### src/rtl/sd_fifo_pkg.sv
// Shared definitions for the SD FIFO read streamer: FSM encoding, default
// block size and the counter width helper.
package sd_fifo_pkg;

  typedef enum logic [2:0] {
    ST_IDLE   = 3'd0,
    ST_FETCH  = 3'd1,
    ST_LOAD   = 3'd2,
    ST_SHIFT  = 3'd3,
    ST_FINISH = 3'd4
  } state_e;

  localparam int BLK_BYTES_DEF = 512;

  // Counter width for a modulo-n counter; never narrower than one bit.
  function automatic int byte_cnt_w(input int n);
    return (n > 1) ? $clog2(n) : 1;
  endfunction

endpackage

### src/rtl/sd_fifo_rd_streamer.sv
// Pops DATA_W-bit words from a FIFO and streams them MSB-byte-first as SD
// data blocks of BLK_BYTES bytes, flagging the last byte of every block.
module sd_fifo_rd_streamer
  import sd_fifo_pkg::*;
#(
  parameter int DATA_W    = 32,
  parameter int BLK_BYTES = BLK_BYTES_DEF
) (
  input  logic              clk,
  input  logic              rst_n,
  input  logic              start,
  input  logic [15:0]       blk_cnt,
  input  logic              abort,
  output logic              fifo_rd_en,
  input  logic [DATA_W-1:0] fifo_rd_data,
  input  logic              fifo_rd_empty,
  output logic [7:0]        m_data,
  output logic              m_valid,
  input  logic              m_ready,
  output logic              m_last,
  output logic              busy,
  output logic              done
);

  localparam int BPW = DATA_W / 8;
  localparam int BCW = byte_cnt_w(BLK_BYTES);
  localparam int WCW = byte_cnt_w(BPW);
  localparam logic [BCW-1:0] LAST_BYTE = BCW'(BLK_BYTES - 1);
  localparam logic [WCW-1:0] LAST_WB   = WCW'(BPW - 1);

  state_e             state_q, state_d;
  logic [DATA_W-1:0]  sreg_q,  sreg_d;
  logic [BCW-1:0]     bcnt_q,  bcnt_d;
  logic [WCW-1:0]     wcnt_q,  wcnt_d;
  logic [15:0]        blk_q,   blk_d;

  logic blk_end;
  logic xfer;

  assign blk_end = (bcnt_q == LAST_BYTE);
  // abort wins over the handshake: no byte is offered in an aborting cycle
  assign xfer    = (state_q == ST_SHIFT) && m_ready && !abort;

  always_ff @(posedge clk or negedge rst_n) begin
    if (!rst_n) begin
      state_q <= ST_IDLE;
      sreg_q  <= '0;
      bcnt_q  <= '0;
      wcnt_q  <= '0;
      blk_q   <= '0;
    end else begin
      state_q <= state_d;
      sreg_q  <= sreg_d;
      bcnt_q  <= bcnt_d;
      wcnt_q  <= wcnt_d;
      blk_q   <= blk_d;
    end
  end

  always_comb begin
    state_d    = state_q;
    sreg_d     = sreg_q;
    bcnt_d     = bcnt_q;
    wcnt_d     = wcnt_q;
    blk_d      = blk_q;
    fifo_rd_en = 1'b0;
    m_valid    = 1'b0;
    m_last     = 1'b0;
    done       = 1'b0;
    m_data     = sreg_q[DATA_W-1 -: 8];
    busy       = (state_q != ST_IDLE);

    unique case (state_q)
      ST_IDLE: begin
        if (start) begin
          blk_d   = blk_cnt;
          bcnt_d  = '0;
          wcnt_d  = '0;
          state_d = (blk_cnt != 16'd0) ? ST_FETCH : ST_FINISH;
        end
      end
      ST_FETCH: begin
        if (!fifo_rd_empty) begin
          fifo_rd_en = 1'b1;
          state_d    = ST_LOAD;
        end
      end
      ST_LOAD: begin
        sreg_d  = fifo_rd_data;
        state_d = ST_SHIFT;
      end
      ST_SHIFT: begin
        m_valid = !abort;
        m_last  = blk_end && !abort;
        if (xfer) begin
          sreg_d = sreg_q << 8;
          bcnt_d = blk_end ? '0 : bcnt_q + BCW'(1);
          wcnt_d = (wcnt_q == LAST_WB) ? '0 : wcnt_q + WCW'(1);
          if (blk_end) blk_d = blk_q - 16'd1;
          // blocks are whole words, so a block always ends on a word boundary
          if (wcnt_q == LAST_WB)
            state_d = (blk_end && blk_q == 16'd1) ? ST_FINISH : ST_FETCH;
        end
      end
      ST_FINISH: begin
        done    = !abort;
        state_d = ST_IDLE;
      end
      default: state_d = ST_IDLE;
    endcase

    // a word popped in an aborting FETCH cycle is simply never loaded
    if (abort && state_q != ST_IDLE) begin
      state_d = ST_IDLE;
      sreg_d  = '0;
      bcnt_d  = '0;
      wcnt_d  = '0;
      blk_d   = '0;
    end
  end

endmodule

### config.mk
export PLATFORM = sky130hd
export DESIGN_NAME = sd_fifo_rd_streamer
export DESIGN_NICKNAME = d
export VERILOG_FILES = /design/src/rtl/sd_fifo_pkg.sv /design/src/rtl/sd_fifo_rd_streamer.sv
export SDC_FILE = /design/constraint.sdc
export NUM_CORES = 1
export LEC_CHECK = 0
export BUFFER_PORTS_ARGS = -buffer_cell sky130_fd_sc_hd__buf_2
export CAP_MARGIN = 20
export CELL_PAD_IN_SITES_DETAIL_PLACEMENT = 0
export CELL_PAD_IN_SITES_GLOBAL_PLACEMENT = 2
export CORE_ASPECT_RATIO = 1.2
export CORE_MARGIN = 3
export CORE_UTILIZATION = 35
export DETAILED_ROUTE_END_ITERATION = 7
export HOLD_SLACK_MARGIN = 0.08
export PLACE_DENSITY_LB_ADDON = 0.1
export SYNTH_ARGS = -nofsm -noshare
export SYNTH_HDL_FRONTEND = slang
export SYNTH_SLANG_ARGS = --single-unit
### constraint.sdc
create_clock -name clk -period 5.74 [get_ports clk]
set_clock_uncertainty 0.2 [all_clocks]
set_input_delay 0.287 -clock clk [delete_from_list [all_inputs] [get_ports clk]]
set_output_delay 0.287 -clock clk [all_outputs]
set_load 0.03 [all_outputs]
* Yosys cells after proc, flatten, opt, wreduce, memory -nomap -nowiden
Cells that the tools add are included.
** Word-level totals
- Logic and storage cells :: 66
- Output and inout bits :: 13
- Bits of input ports :: 54
- Register bits after elaboration :: 62
** Cells by class
- Add/sub/neg operators :: 3
- Reduce and logical (&&, ||, !) cells :: 15
- Muxes and demuxes :: 31
- Eq/ne operators :: 12
** Operators with widths (number)
- two-way mux 16 bit :: 4
- two-way mux 32 bit :: 2
- case mux 32 bit (2 select lines) :: 1
- two-way mux 9 bit :: 4
- case mux 16 bit (2 select lines) :: 1
- two-way mux 3 bit :: 7
- case mux 9 bit (2 select lines) :: 1
- equality test 16 x 1 -> 1 bit, second input constant :: 1
- nonzero test 16 bit :: 1
- subtractor 16 x 1 -> 16 bit, second input constant :: 1
- case mux 3 bit (4 select lines) :: 1
- adder 9 x 1 -> 9 bit, second input constant :: 1
- equality test 9 bit, second input constant :: 1
- nonzero test 3 bit :: 3
- two-way mux 2 bit :: 4
- AND reduction 4 bit :: 2
- equality test 3 x 2 -> 1 bit, second input constant :: 2
- != test 3 x 2 -> 1 bit, second input constant :: 2
- != test 3 bit, second input constant :: 2
- logical AND 1 bit :: 5
- two-way mux 1 bit :: 5
- case mux 2 bit (2 select lines) :: 1
- equality test 3 x 1 -> 1 bit, second input constant :: 1
- equality test 3 bit, second input constant :: 1
- 7 further kinds :: 7

* Logic depth before layout (Yosys ltp)
- Depth after elaboration :: 7
- Depth in mapped cells :: 11
- Depth with buffers taken out :: 10

* Worst setup path before layout
OpenSTA, ideal clock, no wires.
- Path type :: reg2reg
- From :: register bcnt_q[0]
- To :: register state_q[0]
- Clock period less this slack :: 2707 ps
- Buffers on the path :: 0
- Setup time :: 140 ps
- Data arrival time :: 2367 ps
- Slack :: 3033 ps
- Stages on the path, launching flop included :: 11
- Path through :: dfrtp_1 -> ha_1 -> nand2_1 -> nor2_1 -> and3_1 -> ha_1 -> or4b_2 -> nor4_1 -> nand2_1 -> a22oi_1 -> o21ai_1
** Between the ends
- Word-level cells in the longest chain between the ends :: 7
** RTL lines
- from (decl) :: RTL line sd_fifo_rd_streamer.sv:33 : logic [BCW-1:0] bcnt_q, bcnt_d;
- from (signal assigned) :: RTL line sd_fifo_rd_streamer.sv:54 : bcnt_q <= bcnt_d;
- equality test 9 bit :: RTL line sd_fifo_rd_streamer.sv:40 : assign blk_end = (bcnt_q == LAST_BYTE);
- logical AND 1 bit :: RTL line sd_fifo_rd_streamer.sv:102 : state_d = (blk_end && blk_q == 16'd1) ? ST_FINISH : ST_FETCH;
- two-way mux 3 bit :: RTL line sd_fifo_rd_streamer.sv:102
- two-way mux 3 bit :: RTL line sd_fifo_rd_streamer.sv:101 : if (wcnt_q == LAST_WB)
- two-way mux 3 bit :: RTL line sd_fifo_rd_streamer.sv:95 : if (xfer) begin
- case mux 3 bit (4 select lines) :: RTL line sd_fifo_rd_streamer.sv:73 : unique case (state_q)
- two-way mux 3 bit :: RTL line sd_fifo_rd_streamer.sv:113 : if (abort && state_q != ST_IDLE) begin
- to (signal assigned) :: RTL line sd_fifo_rd_streamer.sv:52 : state_q <= state_d;
- to (decl) :: RTL line sd_fifo_rd_streamer.sv:31 : state_e state_q, state_d;
No other way between the ends. The select of a mux whose other input is x is not followed.
A chain may end at the register's enable or synchronous reset.

* Final worst setup path
- From :: register state_q[1]
- To :: output port m_valid
** Between the ends
- Word-level cells in the longest chain between the ends :: 2
** RTL lines
- equality test 3 x 2 -> 1 bit :: RTL line sd_fifo_rd_streamer.sv:73
- two-way mux 1 bit :: RTL line sd_fifo_rd_streamer.sv:73
- to (decl) :: RTL line sd_fifo_rd_streamer.sv:18 : output logic m_valid,
No other way between the ends.

==> impl_metrics.json <==
{
  "status": "finished clean",
  "fin_cells": 602,
  "hold_viol": 0,
  "synthTopCellsByCount": "67 x o21ai_0, 62 x dfrtp_1, 61 x nand2_1",
  "vias_per_cell": 5.23,
  "synth_seq_area_share_pct": 46.3,
  "placed_area_um2": 3700,
  "synth.ff_latch_count": 62,
  "wirelength_mm": 9.71,
  "finalSetupTns_ps": 0,
  "antenna_cells": 0,
  "critPathArrivalTime_ps": 2700,
  "synth_ff_type": "dfrtp_1",
  "syn_avg_cell_area_um2": 8.73,
  "rrSetupSlack_ps": 2700,
  "first_global_vias": 3256,
  "yosys-top-cells-area": "dfrtp_1 46%, o21ai_0 10%, nand2_1 6.8%",
  "synth-edff-count": 0,
  "worst_slew_pin_slew_ps": 829,
  "fmax_mhz": 314,
  "final_cell_area_um2": 4370,
  "power.density_nw_per_um2": 440,
  "die_x_um": 95.4,
  "crit_required_ps": 5250,
  "place.gp.congestion": 0.827,
  "nets": 536,
  "cts_buffers": 9,
  "worstHoldPathType": "primary input to flop",
  "fin_crit_sh_pct": 55.5,
  "pre_cts_slack_ps": 2650,
  "post-cts-setup-buffer-count": 0,
  "clock_latency_ps": 350,
  "synth.top_cell.area_share_pct": 46.3,
  "vias": 3150,
  "end_kind": "output pin",
  "rsz0062_at_grt": "false",
  "drv_cap": 0,
  "drive_above_1_share_pct": 19.5,
  "cts_sinks": 62,
  "ctsHoldBuffers": 46,
  "crit_type": "flop to output pin",
  "dpl.hpwl_mm": 6.24,
  "period_needed_ps": 3190,
  "grt_util_met3_pct": 3.92,
  "ir_worst_vdd_v": 0.000155,
  "globalRouteMet2Util_pct": 32.1,
  "initial_utilization_pct": 36.5,
  "wl_per_cell_um": 16.1,
  "die_y_um": 113,
  "grt_overflow_total": 0,
  "final_core_util_pct": 47.6,
  "htree_num_levels": 3,
  "synthArstFlopShare_pct": 100,
  "die_area_um2": 10800,
  "synth_cells": 384,
  "cts_root_buf": "clkbuf_8",
  "yosys.cell_types.count": 53,
  "p_leak_nw": 1.95,
  "synth.cell_area_um2": 3350,
  "syn-num-nets": 443,
  "ys.warnings.count": 0,
  "path_max_fanout": 37,
  "grt_pass1_wl_mm": 16.0,
  "maxSlewViolCount": 0,
  "antenna_found_initial": 0,
  "synth.most_common_cell": "o21ai_0",
  "place_inst": 540,
  "drt-initial-drc-count": 83,
  "dr.pass1.iters": 4,
  "max_slew_margin_pct": 44.8,
  "setup_viol_count_final": 0,
  "drcViolationCount": 0,
  "postRouteAntennaNets": 0,
  "grt.met1_usage_pct": 24.0,
  "yosysTopAreaCell": "dfrtp_1",
  "grt_use_total_pct": 19.0,
  "io_buffer_count": 66,
  "core_area_um2": 9180,
  "rows": 38,
  "start_kind": "flop",
  "cts_tree": "yes",
  "cts_buffer_depth": 2,
  "path_clk_slew_ps": 70,
  "cts-resized-gates": 0,
  "setup_ws_ps": 2550,
  "grt_max_degree": 65,
  "area_delta_synth_final_pct": 30.4,
  "ioPinCount": 67,
  "busiest_layer": "met2"
}
## logic make-up (layout without fill, tap and decap cells)
family                   after synthesis  count (layout)  share of synthesized area, %
AND/OR/NAND/NOR                      137             137                          20.3
AO/OA/AOI/OAI                        134             134                          24.1
flip-flops                            62              62                          46.3
buffers and inverters                 41             139                          6.04
adder cells (fa/ha/maj)                5               5                          1.87
XOR/XNOR                               3               3                         0.784
multiplexers                           2               2                         0.634
## final cells by class
type,count,area (um2)
inverters,7,26.3
well taps,120,150
clock inverters,7,88.8
clock buffers,9,124
fillers,910,4800
flip-flops and latches,62,1550
repair buffers,116,821
multi-input cells,281,1610
## cell usage in the layout, fill, tap and decap left out, types with 2 or more instances in the layout
cell type / netlist / layout
o21ai_0: 67 / 67
buf_2: 3 / 66
dfrtp_1: 62 / 62
nand2_1: 61 / 61
dlygate4sd3_1: 0 / 46
a22oi_1: 27 / 27
nor2_1: 24 / 24
a21oi_1: 13 / 13
nor4_1: 10 / 10
nor3_1: 10 / 10
clkbuf_8: 0 / 9
inv_1: 7 / 7
ha_1: 5 / 5
nand3_1: 4 / 4
and2_1: 4 / 4
a32oi_1: 4 / 4
clkinv_2: 0 / 4
buf_4: 8 / 4
or3_1: 3 / 3
o22ai_1: 3 / 3
o21ai_1: 3 / 3
o31a_1: 3 / 3
a31oi_1: 3 / 3
xnor2_1: 3 / 3
nand2b_1: 2 / 2
nor3b_1: 2 / 2
or4_1: 2 / 2
or4b_2: 2 / 2
nor2b_1: 2 / 2
bufinv_16: 0 / 2
## sequential cells by signal, summed over array words and instances, names as in the netlist
name / count
bcnt_q: 9
sreg_q: 32
state_q: 3
blk_q: 16
wcnt_q: 2
## critical path, cell delays in order (launching register included)
cell and delay [ps]:
dfrtp_1 670, nand4bb_1 710, inv_1 240, buf_4 440
buf_2 290
## where the power goes
group          total (mW)  switching [mW]  internal (mW)
Sequential          0.724           0.130          0.593
Clock               0.427           0.185          0.242
Combinational       0.773           0.511          0.263
Total                1.92           0.826           1.10
## through the flow
| stage | hold WS [ps] | power (mW) |
|---|---|---|
| 2_1_floorplan | -209 | 1.30 |
| 3_3_place_gp | 264 | 1.49 |
| 3_5_place_dp | 267 | 1.49 |
| 4_1_cts | 81.0 | 1.95 |
| 5_1_grt | 96.4 | 2.09 |
| 6_report | 99.0 | 1.92 |
## per-layer routing
metal	share of wire, %	vias to the layer above	routed length, um
li1	-	1578	-
met1	45	1483	4320
met2	50	80	4830
met3	4.6	9	451
met4	1.1	0	111
met5	0	-	0
## final timing paths
kind | start | to | depth (start not counted)
min in group asynchronous | rst_n | blk_q[15] | 3
hold reg to reg | sreg_q[27] | sreg_q[27] | 2
setup / recovery | state_q[1] | m_valid | 4
hold / removal | fifo_rd_data[18] | sreg_q[18] | 3
setup reg to reg | bcnt_q[0] | state_q[0] | 10
max in group asynchronous | rst_n | bcnt_q[4] | 3
No activity file was read; power rests on OpenSTA's default activity.
